### src/rtl/mod_instruction_fetch.sv
// Fetch stage: holds the PC, drives the ROM word address, and registers ROM data into IF/ID.
// Optional perf counters are built when FETCH_PERF_CNT_EN is defined.
module mod_instruction_fetch #(
  parameter int unsigned ADDR_W   = 30,
  parameter logic [ADDR_W-1:0] PC_RESET = '0,
  parameter int unsigned INSTR_W  = 32
) (
  input  logic               clk,
  input  logic               rst_n,
  output logic [ADDR_W-1:0]  rom_address,
  input  logic [INSTR_W-1:0] rom_instruction,
  input  logic               rom_mem_end,
  input  logic               stall,
  input  logic               branch_taken,
  input  logic [ADDR_W-1:0]  branch_target,
  output logic [INSTR_W-1:0] if_instruction,
  output logic [ADDR_W-1:0]  if_pc,
  output logic [ADDR_W-1:0]  if_pc_plus1,
  output logic               if_valid,
  output logic               fetch_halted,
  output logic [31:0]        perf_fetched,
  output logic [31:0]        perf_stalls
);

  typedef enum logic {RUN, HALTED} state_e;

  state_e             state_q, state_d;
  logic [ADDR_W-1:0]  pc_q, pc_d;
  logic [INSTR_W-1:0] if_instr_q, if_instr_d;
  logic [ADDR_W-1:0]  if_pc_q, if_pc_d;
  logic               if_valid_q, if_valid_d;
  logic               capture;
  logic               stall_cycle;

  always_comb begin
    state_d     = state_q;
    pc_d        = pc_q;
    if_instr_d  = if_instr_q;
    if_pc_d     = if_pc_q;
    if_valid_d  = if_valid_q;
    capture     = 1'b0;
    stall_cycle = 1'b0;
    if (branch_taken) begin
      // Redirect wins over stall; the IF/ID slot becomes a bubble.
      pc_d       = branch_target;
      if_valid_d = 1'b0;
      state_d    = RUN;
    end else if (state_q == HALTED) begin
      if_valid_d = 1'b0;
    end else begin
      stall_cycle = stall;
      if (rom_mem_end) begin
        // Halt entry is not held off by stall.
        if_valid_d = 1'b0;
        state_d    = HALTED;
      end else if (!stall) begin
        capture    = 1'b1;
        if_instr_d = rom_instruction;
        if_pc_d    = pc_q;
        if_valid_d = 1'b1;
        pc_d       = pc_q + ADDR_W'(1);
      end
    end
  end

  always_ff @(posedge clk) begin
    if (!rst_n) begin
      state_q    <= RUN;
      pc_q       <= PC_RESET;
      if_instr_q <= '0;
      if_pc_q    <= '0;
      if_valid_q <= 1'b0;
    end else begin
      state_q    <= state_d;
      pc_q       <= pc_d;
      if_instr_q <= if_instr_d;
      if_pc_q    <= if_pc_d;
      if_valid_q <= if_valid_d;
    end
  end

  assign rom_address    = pc_q;
  assign if_instruction = if_instr_q;
  assign if_pc          = if_pc_q;
  assign if_pc_plus1    = if_pc_q + ADDR_W'(1);
  assign if_valid       = if_valid_q;
  assign fetch_halted   = (state_q == HALTED);

`ifdef FETCH_PERF_CNT_EN
  logic [31:0] perf_fetched_q, perf_fetched_d;
  logic [31:0] perf_stalls_q, perf_stalls_d;

  // Saturating event counters.
  always_comb begin
    perf_fetched_d = perf_fetched_q;
    perf_stalls_d  = perf_stalls_q;
    if (capture && (perf_fetched_q != '1)) perf_fetched_d = perf_fetched_q + 32'd1;
    if (stall_cycle && (perf_stalls_q != '1)) perf_stalls_d = perf_stalls_q + 32'd1;
  end

  always_ff @(posedge clk) begin
    if (!rst_n) begin
      perf_fetched_q <= '0;
      perf_stalls_q  <= '0;
    end else begin
      perf_fetched_q <= perf_fetched_d;
      perf_stalls_q  <= perf_stalls_d;
    end
  end

  assign perf_fetched = perf_fetched_q;
  assign perf_stalls  = perf_stalls_q;
`else
  logic unused_perf;
  assign unused_perf  = capture ^ stall_cycle;
  assign perf_fetched = '0;
  assign perf_stalls  = '0;
`endif

endmodule
### config.mk
export PLATFORM = sky130hd
export DESIGN_NAME = mod_instruction_fetch
export DESIGN_NICKNAME = d
export VERILOG_FILES = /design/src/rtl/mod_instruction_fetch.sv
export SDC_FILE = /design/constraint.sdc
export NUM_CORES = 1
export LEC_CHECK = 0
export CAP_MARGIN = 10
export CORE_UTILIZATION = 41
export CTS_CLUSTER_DIAMETER = 120
export DETAILED_ROUTE_END_ITERATION = 8
export GPL_TIMING_DRIVEN = 0
export PLACE_DENSITY_LB_ADDON = 0.12
export REMOVE_ABC_BUFFERS = 1
export SLEW_MARGIN = 15
export SYNTH_ARGS = -nofsm -noshare
export SYNTH_HDL_FRONTEND = slang
export SYNTH_SLANG_ARGS = --single-unit
### constraint.sdc
create_clock -name clk -period 3 [get_ports clk]
set_input_delay 0.6 -clock clk [delete_from_list [all_inputs] [get_ports clk]]
set_output_delay 0.6 -clock clk [all_outputs]
set_load 0.02 [all_outputs]
; ---- Word-level counts from Yosys, hierarchy flattened
; Index checks and enable logic that the tools add are counted.
[classes]
addsub = 2
n_eq_ne = 3
muxes = 6
n_bitwise = 5
reduce_logical = 4
[ops]
columns = operator, n
row1 = 2-to-1 mux 30 bit, 4
row2 = adder 30 x 1 -> 30 bit (second input constant), 2
row3 = NOT 1 bit, 5
row4 = inequality test 2 x 1 -> 1 bit (second input constant), 2
row5 = AND reduction 4 bit, 1
row6 = OR reduction 4 bit, 1
row7 = AND reduction 3 bit, 1
row8 = 2-to-1 mux 1 bit, 2
row9 = inequality test 2 bit (second input constant), 1
row10 = OR reduction 2 bit, 1
[word_totals]
register_bits = 94
inputBits = 67
out_inout_bits = 188
elab_cells = 25

; ---- Longest topological paths before layout
[logic_depth]
word_depth = 5
mapped_depth = 7
depth_no_buf = 5

; ---- Worst setup path after synthesis
; No wires, ideal clock.
[synth_timing]
path_kind = flip-flop to output port
from = register if_pc_q[7] (netlist: if_pc[7])
to = output port if_pc_plus1[17]
arrival_time_ps = 2110
t_required_ps = 2400
setup_slack_ps = 290
stages_incl_launch_ff = 5
path_buffers = 0
cell_sequence = dfxtp_1 > nand4_1 > nor4_1 > nand4_1 > xnor2_1
[synth_via]
elab_chain_len = 1
[synth_rtl]
columns = item, line
row1 = from (decl), 30  ; logic [ADDR_W-1:0] if_pc_q, if_pc_d;
row2 = from (signal assigned), 77  ; if_pc_q <= if_pc_d;
row3 = adder 30 x 1 -> 30 bit, 85  ; assign if_pc_plus1 = if_pc_q + ADDR_W'(1);
row4 = to (decl), 18  ; output logic [ADDR_W-1:0] if_pc_plus1,
; Every way passes these cells.

; ---- Final worst setup path
[layout_timing]
from = register if_pc_q[2] (netlist: if_pc[2])
to = output port if_pc_plus1[9]
; The elaborated chain is that of the path after synthesis.

==> key figures <==
Global routing
  • Overflow after GRT: 0
  • Initial antenna violation count: 0
  • Vias in the first global route: 4571
  • GRT Util Overall: 22.7%
  • Largest net degree at the start of global routing: 71
  • First-pass GRT wire length: 23300 microns

Critical path
  • Reg2reg start: rom_address[0]
  • CP startpoint kind: register
  • Critical Path End Type: output port
  • Reg2reg end: rom_address[20]
  • R2r setup slk: 520 ps
  • CP Max Fanout: 6
  • WP data required: 2400 ps
  • Worst Path Arrival: 2320 ps
  • Critical path class: reg -> out
  • R2r worst-path depth: 5

Timing
  • Hold_ws: 446 ps
  • Worst slew pin tran: 1070 ps
  • RSZ-0062 raised after global routing: yes
  • Final Setup Violations: 0
  • Setup ws final: 84.0 ps
  • F_max: 343 MHz
  • Crit share post-route: 97.2%
  • Final hold violation count: 0
  • Min Tclk post-route: 2920 ps
  • Worst Skew: 7.06 ps
  • Worst relative slew slack: 28.7%
  • Slew Limit Fails: 0
  • Setup TNS: 0 ps

Clock network
  • CTS Buffer Depth: 2
  • CTS tree: built
  • Skew-Pair Late Insertion Delay: 340 ps
  • Clock slew at reported path FFs: 60 ps
  • # clock sinks: 94
  • # H-tree levels: 3
  • CTS root buffer: clkbuf_16
  • Num CTS Buffers: 9

Detailed routing
  • Vias/cell: 5.19
  • Initial DRC count: 250
  • Routed wire length: 14700 microns
  • Number of vias in the routed layout: 5083
  • Routed Antenna Nets: 0
  • Post-DR wirelength/cell: 15.0 microns
  • Drt pass-1 iters: 4
  • Drc violations: 0

Synth
  • Yosys reg bits: 94
  • Async S/R FF share, synth: 0%
  • Synth unique cells: 52
  • Ys flop type: dfxtp_1
  • EDFF count, synth: 0
  • Gate Count Post-Synth: 657
  • Sequential area share after synthesis: 37.4%
  • Syn_area_per_cell: 7.66 sq um
  • Post-synthesis cell area: 5030 sq um
  • Synth warn: 0

Cells and area
  • Layout net count: 899
  • Commonest non-fill, non-tap cells in the layout: clkdlybuf4s50_1, nand2_1, dfxtp_1, a21oi_1, conb_1
  • Most common cell after layout, fill and taps aside: clkdlybuf4s50_1
  • Final core utilization: 58.9%
  • Antenna cells: 0
  • Layout cells sized above 1: 5.64%
  • Area grow syn2layout: 40.7%
  • Filler cell count: 1135

Worst hold path
  • Worst hold stages: 2
  • Min-Delay Startpoint: if_valid
  • Tightest Hold Check Type: reg -> reg
  • Worst Hold Endpoint: if_valid

Pwr
  • Max VDD drop: 0.000222 V
  • Pwr Total: 0.00290 W
  • Leakage: 2.57 nW
  • Pwr per Cell Area: 410 nW/um^2

Run
  • Max Cap Viol: 0

Die
  • Starting Density: 41.9%
  • Die area: 12700 sq um
  • Row count: 40
  • Die X: 113 microns
  • Chip Height: 113 microns
  • Core Box Area: 12000 sq um
  • I/O pin cnt: 255

Placement
  • Routability Congestion: 0.822
  • Dpl hpwl: 10300 microns
  • Pre-CTS setup slack: -684 ps
  • Port Buf Inserts: 190

Status
  • Status: completed
==> state kept, by name, summed over array words and instances, names as in the netlist <==
register,cells
fetch_halted,1
if_instruction,32
rom_address,30
if_valid,1
if_pc,30
==> cell usage after synthesis, types with 2 or more instances <==
cell type,count,area (sq um)
a211oi_1,5,37.5
a21oi_1,71,355
a311oi_1,4,35.0
a31oi_1,6,37.5
a32oi_1,2,17.5
and2_1,3,18.8
and3_1,4,25.0
and4_1,9,78.8
buf_2,2,10.0
buf_4,64,480
clkbuf_1,36,135
dfxtp_1,94,1880
ha_1,2,25.0
inv_1,9,33.8
mux2i_1,3,30.0
nand2_1,148,556
nand2b_1,4,25.0
nand3_1,23,115
nand4_1,25,156
nor2_1,21,78.8
nor2b_1,3,18.8
nor3_1,12,60.1
nor4_1,10,62.6
nor4_2,2,25.0
o211ai_1,2,15.0
o21ai_0,16,80.1
o311a_1,2,20.0
o31a_1,2,17.5
o31ai_1,5,37.5
or3_1,5,31.3
or4_1,6,45.0
xnor2_1,31,272
xor2_1,7,61.3
==> worst max-delay path, stage by stage (launching register included) <==
cell and delay [ps]:
dfxtp_1 460, nand4_1 320, nor2_2 280, nand3_1 120, xnor2_1 170, clkdlybuf4s50_1 630
==> what timing repair did <==
item / CTS / global route
endpoints found under the setup margin: 47 / 82
pin swaps: 2 / 0
buffers inserted: 4 / 0
hold buffers: 0 / 0
gates cloned: 1 / 0
gates resized for setup: 23 / 22
==> cell families (layout without fill, tap and decap cells) <==
family,count (synthesis),count (layout),synth area share (%)
buffers and inverters,114,227,13.5
AOI/OAI and AO/OA,122,122,14.2
muxes,3,3,0.597
adders and majority gates,2,2,0.497
xor gates and xnor gates,38,38,6.61
and+or+nand+nor,283,283,27.2
other,1,64,0.0745
DFF,94,94,37.4
==> layout make-up <==
class / instances / area (sq um) / share of cell area [%]
tap: 147 / 184 / 2.60
timing repair inverter: 1 / 5.00 / 0.0707
multi-input combinational: 512 / 2760 / 39.0
timing repair buffer: 202 / 1940 / 27.5
clock buffer: 12 / 246 / 3.48
sequential: 94 / 1880 / 26.6
clock inverter: 2 / 10.0 / 0.141
inverter: 10 / 43.8 / 0.619
==> where the power goes <==
group          internal, W  switching, W  leakage (nW)  total, W
sequential         0.00130     0.0000753         0.768   0.00137
combinational     0.000224      0.000287          1.68  0.000511
clock             0.000573      0.000444         0.128   0.00102
==> per-layer routing <==
metal	wire length, microns	track usage [%]
met1	6400	28.4
met2	7090	39.1
met3	996	4.82
met4	242	7.11
met5	0	0
==> how the worst max path moves through the flow <==
stage,start,end
floorplan,branch_taken,rom_address[16]
global route,if_pc[2],if_pc_plus1[25]
finish,if_pc[2],if_pc_plus1[9]
detailed placement,branch_taken,if_instruction[11]
global placement,branch_taken,rom_address[16]
CTS,if_pc[8],if_pc_plus1[12]
==> stage by stage <==
step / instances / instance area [sq um]
3_5_place_dp: 961 / 6780
3_3_place_gp: 953 / 6710
4_1_cts: 980 / 7080
6_report: 980 / 7080
2_1_floorplan: 616 / 4630
5_1_grt: 980 / 7080
Power figures use the tool's default switching activity.
